$ cat config.mk
export PLATFORM = sky130hd
export DESIGN_NAME = operand_fetch
export DESIGN_NICKNAME = d
export VERILOG_FILES = /design/src/rtl/operand_fetch.sv
export SDC_FILE = /design/constraint.sdc
export NUM_CORES = 2
export LEC_CHECK = 0
export ABC_AREA = 1
export CAP_MARGIN = 10
export CELL_PAD_IN_SITES_DETAIL_PLACEMENT = 1
export CELL_PAD_IN_SITES_GLOBAL_PLACEMENT = 1
export CORE_ASPECT_RATIO = 1.4
export CORE_MARGIN = 2
export CORE_UTILIZATION = 35
export CTS_CLUSTER_SIZE = 24
export DETAILED_ROUTE_END_ITERATION = 12
export GPL_TIMING_DRIVEN = 0
export PLACE_DENSITY_LB_ADDON = 0.3
export SLEW_MARGIN = 10
export SYNTH_ARGS = -nofsm -noshare
export SYNTH_HDL_FRONTEND = slang
export SYNTH_SLANG_ARGS = --single-unit
export TNS_END_PERCENT = 20
$ cat constraint.sdc
create_clock -name clk -period 2.75 [get_ports clk]
set_input_delay 0.4125 -clock clk [delete_from_list [all_inputs] [get_ports clk]]
set_output_delay 0.4125 -clock clk [all_outputs]
set_load 0.01 [all_outputs]
$ cat src/rtl/operand_fetch.sv
// Decode and register-read stage ahead of the ALU: owns the 32x32 register file,
// bypasses same-cycle write-back, and presents ALU operands from one output register.
module operand_fetch #(
  parameter int unsigned DW = 32
) (
  input  logic          clk,
  input  logic          rst_n,
  input  logic          in_valid,
  output logic          in_ready,
  input  logic [31:0]   instr,
  output logic          out_valid,
  input  logic          out_ready,
  output logic [DW-1:0] data1,
  output logic [DW-1:0] data2,
  output logic [4:0]    shamt,
  output logic [5:0]    funct,
  output logic [4:0]    rd_addr,
  output logic          rd_we,
  output logic          illegal,
  input  logic          wb_en,
  input  logic [4:0]    wb_addr,
  input  logic [DW-1:0] wb_data
);

  localparam logic [5:0] OpRtype = 6'b000000;
  localparam logic [5:0] OpSlti  = 6'b101010;
  localparam logic [5:0] FnAddu  = 6'b001001;
  localparam logic [5:0] FnSubu  = 6'b001010;
  localparam logic [5:0] FnSll   = 6'b100001;
  localparam logic [5:0] FnSllv  = 6'b110101;

  logic [5:0] op, fn;
  logic [4:0] rs, rt, rd, sh;
  logic [15:0] imm;

  assign op  = instr[31:26];
  assign rs  = instr[25:21];
  assign rt  = instr[20:16];
  assign rd  = instr[15:11];
  assign sh  = instr[10:6];
  assign fn  = instr[5:0];
  assign imm = instr[15:0];

  // Register file
  logic [DW-1:0] rf_q [32];
  logic [DW-1:0] rf_d [32];
  logic          wb_hit;

  assign wb_hit = wb_en && (wb_addr != 5'd0);

  always_comb begin
    rf_d = rf_q;
    if (wb_hit) rf_d[wb_addr] = wb_data;
  end

  always_ff @(posedge clk or negedge rst_n) begin
    if (!rst_n) begin
      for (int i = 0; i < 32; i++) rf_q[i] <= '0;
    end else begin
      rf_q <= rf_d;
    end
  end

  // Read ports with write-back bypass; R0 is hardwired to zero
  logic [DW-1:0] rs_val, rt_val;

  always_comb begin
    if (rs == 5'd0)                   rs_val = '0;
    else if (wb_hit && wb_addr == rs) rs_val = wb_data;
    else                              rs_val = rf_q[rs];
  end

  always_comb begin
    if (rt == 5'd0)                   rt_val = '0;
    else if (wb_hit && wb_addr == rt) rt_val = wb_data;
    else                              rt_val = rf_q[rt];
  end

  // Decode
  logic [DW-1:0] dec_d1, dec_d2;
  logic [4:0]    dec_sh, dec_rd;
  logic [5:0]    dec_fn;
  logic          dec_ill;

  always_comb begin
    dec_d1  = '0;
    dec_d2  = '0;
    dec_sh  = 5'd0;
    dec_fn  = 6'd0;
    dec_rd  = 5'd0;
    dec_ill = 1'b0;
    if (op == OpRtype && (fn == FnAddu || fn == FnSubu)) begin
      dec_d1 = rs_val;
      dec_d2 = rt_val;
      dec_sh = sh;
      dec_fn = fn;
      dec_rd = rd;
    end else if (op == OpRtype && fn == FnSll) begin
      dec_d1 = rt_val;
      dec_sh = sh;
      dec_fn = fn;
      dec_rd = rd;
    end else if (op == OpRtype && fn == FnSllv) begin
      dec_d1 = rt_val;
      dec_d2 = rs_val;
      dec_sh = sh;
      dec_fn = fn;
      dec_rd = rd;
    end else if (op == OpSlti) begin
      dec_d1 = rs_val;
      dec_d2 = {{(DW-16){imm[15]}}, imm};
      dec_fn = OpSlti;
      dec_rd = rt;
    end else begin
      dec_ill = 1'b1;
    end
  end

  // Output pipeline register
  logic          out_valid_q, out_valid_d;
  logic [DW-1:0] data1_q, data1_d, data2_q, data2_d;
  logic [4:0]    shamt_q, shamt_d, rd_addr_q, rd_addr_d;
  logic [5:0]    funct_q, funct_d;
  logic          rd_we_q, rd_we_d, illegal_q, illegal_d;
  logic          accept;

  assign in_ready = !out_valid_q || out_ready;
  assign accept   = in_valid && in_ready;

  always_comb begin
    out_valid_d = out_valid_q;
    data1_d     = data1_q;
    data2_d     = data2_q;
    shamt_d     = shamt_q;
    funct_d     = funct_q;
    rd_addr_d   = rd_addr_q;
    rd_we_d     = rd_we_q;
    illegal_d   = illegal_q;
    if (accept) begin
      out_valid_d = 1'b1;
      data1_d     = dec_d1;
      data2_d     = dec_d2;
      shamt_d     = dec_sh;
      funct_d     = dec_fn;
      rd_addr_d   = dec_rd;
      rd_we_d     = !dec_ill && (dec_rd != 5'd0);
      illegal_d   = dec_ill;
    end else if (out_valid_q && out_ready) begin
      out_valid_d = 1'b0;
    end
  end

  always_ff @(posedge clk or negedge rst_n) begin
    if (!rst_n) begin
      out_valid_q <= 1'b0;
      data1_q     <= '0;
      data2_q     <= '0;
      shamt_q     <= 5'd0;
      funct_q     <= 6'd0;
      rd_addr_q   <= 5'd0;
      rd_we_q     <= 1'b0;
      illegal_q   <= 1'b0;
    end else begin
      out_valid_q <= out_valid_d;
      data1_q     <= data1_d;
      data2_q     <= data2_d;
      shamt_q     <= shamt_d;
      funct_q     <= funct_d;
      rd_addr_q   <= rd_addr_d;
      rd_we_q     <= rd_we_d;
      illegal_q   <= illegal_d;
    end
  end

  assign out_valid = out_valid_q;
  assign data1     = data1_q;
  assign data2     = data2_q;
  assign shamt     = shamt_q;
  assign funct     = funct_q;
  assign rd_addr   = rd_addr_q;
  assign rd_we     = rd_we_q;
  assign illegal   = illegal_q;

endmodule

==> results.cfg, run 1 <==
[outcome]
failed_stage = 5_1_grt
first-error = [ERROR GRT-0116] Global routing finished with congestion. Check the congestion regions in the DRC Viewer.
status = stopped before the end

[synthesis]
ys_types = 31
synth_nets = 9126
yosysSeqAreaShare = 0.437
syn_inst = 9052
synth_area_sq_um = 63300
ys_warn_count = 0
avgSynthCellArea_sq_um = 7.00
ys_seq_elements = 1107

[global_routing]
grt_pass1_wl_mm = 989
grt_max_degree = 153
track_usage = 0.771
overflow = 1503
grt_pass1_vias = 93607

[floorplan]
die_height_microns = 507
rows = 184
ios = 158
dieWidth_microns = 364
initial_core_util = 0.353

[clock_tree]
cts_root_buf = clkbuf_16
cts_sinks = 1107
cts_buffers = 121
ctsHtreeMaxLevel = 3
clockBufferDepth = 3

[placed_design]
dp_hpwl_mm = 451
port_buffers = 123
place.gp.congestion = 1.20
dpl_worst_slack_ns = -2.13
-- synthesized netlist by cell type (all sizes together) --
cell type	number	area, sq um
nand3	1311	6560
o31ai	4	30.0
buf	400	2010
dfrtp	1107	27700
o21ai	1263	6320
a31oi	4	25.0
clkinv	6	22.5
inv	904	3390
o21bai	1	7.51
nor4	2	27.5
or2	54	338
nand2	2725	10300
nand4	5	31.3
nor3	14	92.6
nor2	255	987
a22o	1	8.76
clkbuf	391	1470
o211ai	397	2980
xnor2	6	52.6
a21oi	202	1010
-- per-stage QoR --
step / util / TNS [ns] / cells / cell area, sq um
3_5_place_dp: 0.379 / -1074.59 / 11522 / 68100
4_1_cts: 0.406 / -0.0481 / 11758 / 72900
2_1_floorplan: - / 0 / 9052 / 63300
3_3_place_gp: 0.376 / - / 11500 / 67500
-- layer usage --
layer  GRT overflow  track usage
met5              2        0.352
met4            637        0.746
met3             13        0.618
met2            841        0.919
met1             10        0.788
-- logic make-up after synthesis --
group | after synthesis | synth area share
and+or+nand+nor | 4366 | 0.289
AOI/OAI and AO/OA | 1872 | 0.164
DFF | 1107 | 0.437
buffers and inverters | 1701 | 0.109
xor gates and xnor gates | 6 | 0.000830
-- repair_timing --
item,in CTS
hold buffers,3
resized for setup,169
endpoints found under the setup margin,511
gates cloned,0
pin swaps,2
buffers inserted,6
hold endpoints to repair,88
==> run 2, diff against run 1 <==
Settings changed: CELL_PAD_IN_SITES_DETAIL_PLACEMENT 1 to default, CELL_PAD_IN_SITES_GLOBAL_PLACEMENT 1 to default, CORE_ASPECT_RATIO 1.4 to default, CORE_UTILIZATION 35 to 20, CTS_CLUSTER_SIZE 24 to default, PLACE_DENSITY_LB_ADDON 0.3 to 0.15.
==> results.cfg, run 2 <==
[outcome]
status = finished, violations left
violations = setup timing

[synthesis]
synth.most_common_cell = nand2_1
ys.flop_type = dfrtp_1
synth_nets = 9126
yosys-top-cells-count = 2711 x nand2_1, 1311 x nand3_1, 1232 x o21ai_0, 1107 x dfrtp_1, 892 x inv_1
synth_area_sq_um = 63300
synth-edff-count = 0
ys_warn_count = 0
ys_types = 31
syn_inst = 9052
yosysTopAreaCellShare = 0.437
synth_top_cell_by_area = dfrtp_1
synthTopCellsByArea = dfrtp_1 44%, nand2_1 16%, nand3_1 10%
async_flop_share = 1.00
yosysSeqAreaShare = 0.437
avgSynthCellArea_sq_um = 7.00
ys_seq_elements = 1107

[global_routing]
antenna_found_initial = 199
grt_pass1_wl_mm = 881
grt_pass1_vias = 69290
track_usage = 0.435
overflow = 0
grt_max_degree = 146

[sta]
finalHoldViolations = 0
worstMarginPinSlew_ns = 1.46
grt_setup_unrepaired = true
fin_crit_ns = 2.99
setup_violations = 64
max_slew_margin = 0.0239
whs_ns = 0.0470
fin_ws_ns = -0.242
max_freq_mhz = 334
post-route-period-util = 1.09
slew_viol_final = 0
fin_skew_ns = 0.0628

[floorplan]
core-area_sq_um = 315000
die_area_sq_um = 321000
dieWidth_microns = 567
initial_core_util = 0.201
rows = 206
ios = 158
die_height_microns = 567

[power]
vdd_ir_drop_max_mv = 0.532
switchingPower_mw = 25.5
intPower_mw = 36.6
leakage_nw = 36.4
power_frac_comb = 0.280
power-per-cell-area_nw_per_um2 = 788
clkPwrFrac = 0.374
seqPwrFrac = 0.346
switching_share = 0.410

[clock_tree]
cts_sinks = 1107
cts_buffers = 164
cts_tree = yes
path_clk_slew_ns = 0.06
ctsHtreeMaxLevel = 4
clk-insertion-delay-late_ns = 0.91
cts_root_buf = clkbuf_16
clockBufferDepth = 4

[final_layout]
largest_register_ffs = 1024
drive_gt1_frac = 0.116
fin_area_sq_um = 78800
top_register = rf_q
fillers = 35317
final_common_cell = nand2_1
mostFrequentLayoutCells = 2680 x nand2_1, 1246 x nand3_1, 1231 x o21ai_0
syn_to_final_growth_pct = 24.4
layout.cells.non_filler = 13788
layout.nets = 9487

[route]
num_vias = 78206
drtAntennaViolNets = 0
drt-initial-drc-count = 14251
via_per_inst = 5.67
drc = 0
wl_per_cell_microns = 52.3
wirelength_mm = 721
firstDrtPassIters = 6

[setup_path]
crit_path_end_kind = register
r2r_start = rf_q[1023]
crit_type = primary input to register
startpoint_type = primary input
cp_max_fo = 10
startpoint = instr[18]
r2r_end = data2[31]
worst-r2r-cell-count = 12
worst-r2r-setup-slack_ns = 0.02
worstPathRequired_ns = 3.52
arrival_ns = 3.76

[run]
cap_violations = 0

[hold_path]
hold_end = rf_q[270]
hold_path.class = primary input to register
holdPathStages = 3
min-delay-start = wb_data[14]

[placed_design]
place.gp.congestion = 1.01
port_buffers = 123
dpl_cell_area_sq_um = 71300
dpl_worst_slack_ns = -2.71
place_inst = 13393
dp_hpwl_mm = 541
-- run 2: worst max path at each step --
stage / to / slack, ns / cells after the start
3_3_place_gp: rf_q[72] / -57.88 / 1
3_5_place_dp: data1[8] / -2.71 / 14
6_report: data2[12] / -0.24 / 14
4_1_cts: data1[13] / 0.0002 / 15
2_1_floorplan: data1[25] / 0.90 / 14
5_1_grt: data1[31] / -0.05 / 14
-- run 2: worst max-delay path: stages --
cell and delay (ns):
clkdlybuf4s15_2 0.34, clkbuf_4 0.30, inv_4 0.27, buf_6 0.39
clkbuf_8 0.35, nand3_1 0.41, nand3_1 0.24, nand3_1 0.08
nand2_1 0.39, nand2_1 0.18, nand3_1 0.11, nand3_1 0.12
nand2_1 0.08, inv_1 0.04
-- run 2: final cells by class --
| class | instances | area (sq um) | share of cell area |
|---|---|---|---|
| flip-flops and latches | 1107 | 27700 | 0.352 |
| well taps | 4160 | 5200 | 0.0661 |
| diodes | 89 | 223 | 0.00283 |
| inverters | 910 | 3450 | 0.0438 |
| clock buffers | 225 | 4710 | 0.0598 |
| clock inverters | 67 | 867 | 0.0110 |
| repair buffers | 195 | 2700 | 0.0342 |
| multi-input cells | 6244 | 29300 | 0.372 |
| plain buffers | 791 | 4650 | 0.0590 |
-- run 2: layer usage --
| metal | track usage | vias to the layer above | wire length (microns) |
|---|---|---|---|
| li1 | - | 30310 | - |
| met1 | 0.608 | 40883 | 319000 |
| met2 | 0.587 | 6023 | 279000 |
| met3 | 0.173 | 964 | 91000 |
| met4 | 0.166 | 26 | 30700 |
| met5 | 0 | - | 391 |
-- run 2: power by group through the flow --
stage | logic, mW | clock network [mW] | registers (mW)
detailed placement | 15.9 | 0 | 21.6
CTS | 16.2 | 23.4 | 21.3
global placement | 15.5 | 0 | 21.7
finish | 17.4 | 23.2 | 21.5
floorplan | 6.96 | 0 | 20.8
global route | 17.7 | 23.9 | 21.7
-- run 2: timing repair --
action                                 CTS  global route
endpoints found under the hold margin  100             0
setup buffers                           12             0
setup endpoints to repair              860            80
hold buffers                             2             0
gates resized for setup                350           172
pin swaps                                6             0
-- run 2: cells by family (layout without fill, tap and decap cells) --
kind of cell,count (synthesis),in the layout,synth area share
buffers and inverters,1701,2188,0.109
XOR/XNOR,6,6,0.000830
other,0,89,0
AO/OA/AOI/OAI,1872,1872,0.164
flip-flops,1107,1107,0.437
AND/OR/NAND/NOR,4366,4366,0.289
-- run 2: metrics by stage --
stage          utilization  total power, mW  TNS (ns)
2_1_floorplan            -             27.7         0
3_3_place_gp         0.222             37.2         -
3_5_place_dp         0.226             37.5  -1364.62
4_1_cts              0.248             60.9         0
5_1_grt              0.249             63.4    -0.174
6_report             0.250             62.1     -6.94
(Power assumes the default switching activity.)
